[config.mk]
export PLATFORM = sky130hd
export DESIGN_NAME = imm_gen_pipe
export DESIGN_NICKNAME = d
export VERILOG_FILES = /design/src/rtl/imm_gen_pipe.sv
export SDC_FILE = /design/constraint.sdc
export NUM_CORES = 1
export LEC_CHECK = 0
export ABC_AREA = 1
export CAP_MARGIN = 20
export CORE_MARGIN = 4
export CORE_UTILIZATION = 44
export DETAILED_ROUTE_END_ITERATION = 16
export MAX_ROUTING_LAYER = met4
export PLACE_DENSITY = 0.77
export RECOVER_POWER = 25
export SLEW_MARGIN = 25
export SYNTH_ARGS = -nofsm -noshare
export SYNTH_HDL_FRONTEND = slang
export SYNTH_SLANG_ARGS = --single-unit
export TNS_END_PERCENT = 1
[constraint.sdc]
create_clock -name clk -period 1.55 [get_ports clk]
set_input_delay 0.155 -clock clk [delete_from_list [all_inputs] [get_ports clk]]
set_output_delay 0.155 -clock clk [all_outputs]
set_load 0.02 [all_outputs]
[src/rtl/imm_gen_pipe.sv]
// RISC-V immediate extractor (XLEN 32/64, AUTO opcode decode); optional sideband tag via IMM_GEN_TAG_EN.
// Latency: 1 cycle, registered outputs only; 2-entry skid (M/K) keeps order, never drops or duplicates.
// Backpressure: in_ready is registered and deasserts only when the skid entry K is occupied.
module imm_gen_pipe #(
    parameter int XLEN  = 64,
    parameter int TAG_W = 8
) (
    input  logic              clk,
    input  logic              reset,
    input  logic              in_valid,
    output logic              in_ready,
    input  logic [31:0]       inst,
    input  logic [2:0]        imm_type,
`ifdef IMM_GEN_TAG_EN
    input  logic [TAG_W-1:0]  in_tag,
    output logic [TAG_W-1:0]  out_tag,
`endif
    output logic              out_valid,
    input  logic              out_ready,
    output logic [XLEN-1:0]   immediate,
    output logic              fmt_err
);

    if (XLEN != 32 && XLEN != 64) begin : g_bad_xlen
        $error("imm_gen_pipe: XLEN must be 32 or 64");
    end
    if (TAG_W < 1) begin : g_bad_tag_w
        $error("imm_gen_pipe: TAG_W must be at least 1");
    end

    typedef enum logic [1:0] {EMPTY, ONE, FULL} state_t;
    typedef enum logic [3:0] {F_U, F_J, F_I, F_B, F_S, F_Z, F_SH, F_SH5, F_NONE} fmt_t;

    state_t            state_q, state_d;
    logic              in_ready_q;
    logic [XLEN-1:0]   m_imm_q, k_imm_q;
    logic              m_err_q, k_err_q;
    logic              m_load, m_from_k, k_load, accept;
    fmt_t              fmt;
    logic [31:0]       raw32;
    logic              sext;
    logic [XLEN-1:0]   new_imm;
    logic              new_err;

    // Format selection; AUTO resolves from the opcode and funct3.
    always_comb begin
        fmt = F_NONE;
        unique case (imm_type)
            3'b000: fmt = F_U;
            3'b001: fmt = F_J;
            3'b010: fmt = F_I;
            3'b011: fmt = F_B;
            3'b100: fmt = F_S;
            3'b101: fmt = F_Z;
            3'b110: fmt = F_SH;
            default: begin
                case (inst[6:0])
                    7'b0110111, 7'b0010111: fmt = F_U;
                    7'b1101111:             fmt = F_J;
                    7'b1100111, 7'b0000011: fmt = F_I;
                    7'b1100011:             fmt = F_B;
                    7'b0100011:             fmt = F_S;
                    7'b0010011: fmt = (inst[13:12] == 2'b01) ? F_SH  : F_I;
                    7'b0011011: fmt = (inst[13:12] == 2'b01) ? F_SH5 : F_I;
                    7'b1110011: fmt = inst[14] ? F_Z : F_I;
                    default:    fmt = F_NONE;
                endcase
            end
        endcase
    end

    always_comb begin
        raw32 = '0;
        sext  = 1'b1;
        case (fmt)
            F_U:   raw32 = {inst[31:12], 12'b0};
            F_J:   raw32 = {{11{inst[31]}}, inst[31], inst[19:12], inst[20], inst[30:21], 1'b0};
            F_I:   raw32 = {{20{inst[31]}}, inst[31:20]};
            F_B:   raw32 = {{19{inst[31]}}, inst[31], inst[7], inst[30:25], inst[11:8], 1'b0};
            F_S:   raw32 = {{20{inst[31]}}, inst[31:25], inst[11:7]};
            F_Z:   begin sext = 1'b0; raw32 = {27'b0, inst[19:15]}; end
            F_SH:  begin sext = 1'b0; raw32 = {26'b0, (XLEN == 64) && inst[25], inst[24:20]}; end
            F_SH5: begin sext = 1'b0; raw32 = {27'b0, inst[24:20]}; end
            default: begin sext = 1'b0; raw32 = '0; end
        endcase
        new_imm = XLEN'(raw32);
        // Upper mask is empty when XLEN is 32.
        if (sext && raw32[31]) new_imm = new_imm | ~XLEN'(32'hFFFF_FFFF);
        new_err = (fmt == F_NONE);
    end

    assign accept = in_valid && in_ready_q;

    always_comb begin
        state_d  = state_q;
        m_load   = 1'b0;
        m_from_k = 1'b0;
        k_load   = 1'b0;
        case (state_q)
            EMPTY: if (accept) begin
                state_d = ONE;
                m_load  = 1'b1;
            end
            ONE: begin
                if (accept && out_ready) begin
                    m_load = 1'b1;
                end else if (accept) begin
                    state_d = FULL;
                    k_load  = 1'b1;
                end else if (out_ready) begin
                    state_d = EMPTY;
                end
            end
            FULL: if (out_ready) begin
                state_d  = ONE;
                m_load   = 1'b1;
                m_from_k = 1'b1;
            end
            default: state_d = EMPTY;
        endcase
    end

    always_ff @(posedge clk) begin
        if (reset) begin
            state_q    <= EMPTY;
            in_ready_q <= 1'b1;
            m_imm_q    <= '0;
            m_err_q    <= 1'b0;
            k_imm_q    <= '0;
            k_err_q    <= 1'b0;
        end else begin
            state_q    <= state_d;
            in_ready_q <= (state_d != FULL);
            if (m_load) begin
                m_imm_q <= m_from_k ? k_imm_q : new_imm;
                m_err_q <= m_from_k ? k_err_q : new_err;
            end
            if (k_load) begin
                k_imm_q <= new_imm;
                k_err_q <= new_err;
            end
        end
    end

`ifdef IMM_GEN_TAG_EN
    logic [TAG_W-1:0] m_tag_q, k_tag_q;

    always_ff @(posedge clk) begin
        if (reset) begin
            m_tag_q <= '0;
            k_tag_q <= '0;
        end else begin
            if (m_load) m_tag_q <= m_from_k ? k_tag_q : in_tag;
            if (k_load) k_tag_q <= in_tag;
        end
    end

    assign out_tag = m_tag_q;
`endif

    assign in_ready  = in_ready_q;
    assign out_valid = (state_q != EMPTY);
    assign immediate = m_imm_q;
    assign fmt_err   = m_err_q;

endmodule
* Word level (Yosys, flattened, before mapping)
Cells that the tools add are included.
Cells by class: eq/ne operators 28, multiplexer cells 23, reduce and logical (&&, ||, !) cells 10
Operator list (count):
- $pmux 32 s8 | 1
- $mux 64 | 2
- $pmux 4 s8 | 1
- $eq 7x7->1 const B | 4
- $pmux 4 s7 | 1
- $eq 7x5->1 const B | 3
- $eq 4x3->1 const B | 4
- $eq 7x6->1 const B | 2
- $mux 2 | 5
- $eq 3x3->1 const B | 3
- $mux 3 | 3
- $eq 4x2->1 const B | 2
- $mux 1 | 8
- $eq 7x2->1 const B | 1
- $eq 3x2->1 const B | 2
- $pmux 2 s3 | 1
- $reduce_or 5->1 | 1
- $eq 2x1->1 const B | 2
- $eq 4x1->1 const B | 1
- $eq 4x4->1 const B | 1
- $logic_not 4->1 | 1
- $reduce_or 2->1 | 2
- $eq 3x1->1 const B | 1
- $logic_and 1x1->1 | 3
- other kinds (6) | 6
Word-level totals: register bits after elaboration 133, bits of input ports 39, output and inout port bits 67, logic and storage cells 67

* Longest topological paths before layout
depth after elaboration 10, depth in mapped cells 16, depth with buffers taken out 15

* Least setup slack after synthesis
No wires, ideal clock.
path type reg2reg, start register in_ready_q (netlist: in_ready), end register m_imm_q[0] (netlist: immediate[0]), setup time 131 ps, data arrival time 1705 ps, data required time 1419 ps, setup slack -286 ps, stages on the path, launching flop included 8, buffers on the path 1, clock period less this slack 1836 ps, cells stage by stage dfxtp_1 -> nand2_1 -> nor3_1 -> nor2_1 -> clkbuf_1 -> a22o_1 -> a21oi_1 -> nor2_1
Between the ends: word-level cells in the longest chain between the ends 4, elaborated cells on any way between the ends 5, classes of those cells 3 x mux; 2 x reduce/logical
RTL lines:
- from (decl) | RTL line 35 | logic in_ready_q;
- from (signal assigned) | RTL line 133 | in_ready_q <= (state_d != FULL);
- $logic_and 1x1->1 (*) | RTL line 92 | assign accept = in_valid && in_ready_q;
- $logic_and 1x1->1 | RTL line 105 | if (accept && out_ready) begin
- $mux 1 | RTL line 105
- $pmux 1 s3 (*) | RTL line 99 | case (state_q)
- to (signal assigned) | RTL line 135 | m_imm_q <= m_from_k ? k_imm_q : new_imm;
- to (decl) | RTL line 36 | logic [XLEN-1:0] m_imm_q, k_imm_q;
Every way passes the cells marked *; elsewhere a longest branch is shown, timed or not. A chain may end at the register's enable or synchronous reset.

* Worst setup path after layout
start input port inst[1], end register m_imm_q[3] (netlist: immediate[3])
Between the ends: word-level cells in the longest chain between the ends 8, elaborated cells on any way between the ends 25, classes of those cells 17 x eq/ne; 5 x mux; 3 x reduce/logical
RTL lines:
- from (decl) | RTL line 12 | input logic [31:0] inst,
- $eq 7x7->1, or another cell as far along | RTL line 57 | case (inst[6:0])
- $reduce_or 2->1 | RTL line 57
- $pmux 4 s8 (*) | RTL line 57
- $pmux 4 s7 (*) | RTL line 48 | unique case (imm_type)
- $eq 4x3->1, or another cell as far along | RTL line 75 | case (fmt)
- $pmux 32 s8 (*) | RTL line 75
- $mux 64 (*) | RTL line 88 | if (sext && raw32[31]) new_imm = new_imm | ~XLEN'(32'hFFFF_FFFF);
- $mux 64 (*) | RTL line 135
Marked as above.

==> impl_metrics.env <==
export IMPL_status="completed"
export IMPL_grt_max_degree=34
export IMPL_dr_wl_met2_um=5690
export IMPL_drive_gt1_share_pct=26.4
export IMPL_syn_inst=544
export IMPL_fin_hold_ws_ns=0.250
export IMPL_regToRegSetupSlack_ns=0.07
export IMPL_clock_skew_final_ns=0.00726
export IMPL_synth_fp_nets=583
export IMPL_fin_util_pct=68.1
export IMPL_syn2layout_area_growth_pct=48.5
export IMPL_regArea_um2=1420
export IMPL_first_pass_iters=5
export IMPL_synthesis_area_um2=3820
export IMPL_cts_root_buf="clkbuf_8"
export IMPL_async_flop_share_pct=0
export IMPL_post_route_drc_count=0
export IMPL_cp_depth=16
export IMPL_nets=697
export IMPL_hold_viol=0
export IMPL_cts_buffer_depth=2
export IMPL_grt_pass1_vias=3856
export IMPL_cts_tree="done"
export IMPL_finalWorstSetupSlack_ns=0.0295
export IMPL_grt_pass1_wl_um=18800
export IMPL_start_util_pct=45.9
export IMPL_fmax_ghz=0.658
export IMPL_cp_startpoint="inst[1]"
export IMPL_final_area_um2=5680
export IMPL_vias_per_cell=5.36
export IMPL_dp_slack_ns=-0.864
export IMPL_yosys_warnings=0
export IMPL_fin_crit_ns=1.52
export IMPL_maxCapViolations=0
export IMPL_critPathKind="in -> reg"
export IMPL_path_clk_slew_ns=0.08
export IMPL_synth_top_area_share_pct=37.2
export IMPL_cp_common_cell="nand2_2"
export IMPL_multi_input_comb_area_um2=2140
export IMPL_whs_path_depth=6
export IMPL_postPlaceCellArea_um2=5090
export IMPL_die_y_um=101
export IMPL_netlist_top_cell_by_area="dfxtp_1"
export IMPL_first_iter_violations=369
export IMPL_worst_pin_slew_ns=0.442
export IMPL_numCtsBuffers=9
export IMPL_cp_num_buf_inv=5
export IMPL_worst_path_max_fanout=7
export IMPL_die_w_um=101
export IMPL_ys_ff_latch=71
export IMPL_rsz0062_at_grt="yes"
export IMPL_powerDensity_nw_per_um2=855
export IMPL_cts_htree_levels=3
export IMPL_finalCritPeriodShare_pct=98.1
export IMPL_routed_top_layer="met4"
export IMPL_synth_edf_count=0
export IMPL_wire_per_inst_um=15.5
export IMPL_relSlewSlack_pct=70.5
export IMPL_power_leakage_uw=0.00254
export IMPL_cp_slowest_cell="nor3_4"
export IMPL_yosysMostFrequentCell="nand2_1"
export IMPL_rr_worst_depth=8
export IMPL_setup_viol=0
export IMPL_vias=4115
export IMPL_cp_end_kind="register"
export IMPL_met1_length_um=4950
export IMPL_cp_arrival_ns=1.81
export IMPL_tns_ns=0
export IMPL_rows=33
export IMPL_crit_family="simple AND/OR/NAND/NOR gates"
export IMPL_wl_um=11900
export IMPL_die_area_um2=10200
export IMPL_synth_cell_type_count=28
export IMPL_port_buffers=105
export IMPL_synth_area_leaders="dfxtp_1, nand2_1, nor2_1"
export IMPL_hold_class="in -> reg"
export IMPL_grt_util_all_layers_pct=23.5
export IMPL_gp_congestion=0.962
export IMPL_met3WireLength_um=940
export IMPL_required_ns=1.84
export IMPL_dp_hpwl_um=7900
export IMPL_drv_slew=0
export IMPL_yosysSeqAreaShare_pct=37.2
export IMPL_synthTopCellsByCount="nand2_1, nor2_1, dfxtp_1"
export IMPL_core_um2=8340
export IMPL_slowest_delay_ns=0.27
export IMPL_num_fill_cells=677
export IMPL_cp_start_kind="input pin"
export IMPL_synth_flop_cell="dfxtp_1"
export IMPL_antenna_found_initial=0
export IMPL_r2r_start="state_q[0]"
export IMPL_reg2reg_to="in_ready"
export IMPL_grt_remaining_overflow=0
export IMPL_vdd_drop_max_v=0.000619
export IMPL_cp_endpoint="immediate[3]"
export IMPL_cts_sinks=71
export IMPL_num_io_pins=106
export IMPL_avgSynthCellArea_um2=7.03
export IMPL_crit_chain="buf_8 > nand2_8 > buf_12 > nor2_4 > nand3_2 > nand2_2 > inv_2 > nand2_2 > nand2_2 > buf_6 > buf_6 > nor3_4 > nand2_1 > nand3_2 > nand2_2 > a21oi_2"
export IMPL_antenna_cells=0
export IMPL_ant_nets=0
export IMPL_clock_latency_ns=0.36
[cell usage in the layout, fill, tap and decap left out, types with 13 or more instances in the layout]
cell type        instances
nand4_1                 16
nor2_4                  15
nor2_1                  73
nand3_1                 17
inv_1                   41
buf_4                   38
o21ai_0                 34
dfxtp_1                 69
nand2_1                 80
dlygate4sd2_1           33
nand2_2                 18
a22o_1                  31
clkdlybuf4s50_1         57
a21oi_1                 28
buf_6                   13
[per-stage QoR]
step / power, uW / cells
after CTS: 4820 / 764
after floorplan: 2620 / 544
after global placement: 3090 / 742
final: 4860 / 768
after global routing: 5050 / 768
after detailed placement: 3100 / 742
[flip-flops by register name, indices dropped and copies added, names as in the netlist]
signal	flops
state_q	2
fmt_err	1
in_ready	1
immediate	33
k_err_q	1
k_imm_q	33
[worst min-delay path by stage]
| stage | startpoint | to | slack, ns |
|---|---|---|---|
| after floorplan | inst[25] | k_imm_q[5] | 0.30 |
| after global placement | k_imm_q[62] | k_imm_q[62] | 0.45 |
| after detailed placement | k_imm_q[62] | k_imm_q[62] | 0.46 |
| after CTS | inst[25] | k_imm_q[5] | 0.45 |
| after global routing | out_ready | state_q[0] | 0.30 |
| final | out_ready | state_q[0] | 0.25 |
[power by group]
part	switching, uW	internal (uW)	total (uW)
combinational	673	524	1200
sequential	52.6	1910	1970
clock	770	925	1700
total	1500	3360	4860
[layer usage]
metal,vias up,track usage (%)
li1,1989,-
met1,1903,28.7
met2,193,38.3
met3,30,4.75
met4,0,8.79
met5,-,-
[what timing repair did]
item / in CTS / in global routing
gates resized for setup: 94 / 93
setup endpoints to repair: 99 / 68
buffers inserted: 4 / 3
gates cloned: 2 / 1
hold buffers: 0 / 0
pin swaps: 33 / 39
[cell families after synthesis]
kind of cell,after synthesis,share of synthesized area [%]
AND/OR/NAND/NOR,253,30.1
buffers and inverters,112,14.8
AO/OA/AOI/OAI,108,18.0
flip-flops,71,37.2
[tightest hold or removal path: cells and delay by family]
| kind | cells | cell delay, ns |
|---|---|---|
| AND/OR/NAND/NOR | 4 | 0.24 |
| buffers and inverters | 2 | 0.18 |
[cell type report]
class | instances | area share (%)
repair buffers | 160 | 27.2
flip-flops and latches | 71 | 25.1
clock buffers | 9 | 2.18
inverters | 53 | 3.72
multi-input cells | 363 | 37.7
well taps | 105 | 2.31
clock inverters | 7 | 1.81
(Power assumes the default switching activity.)
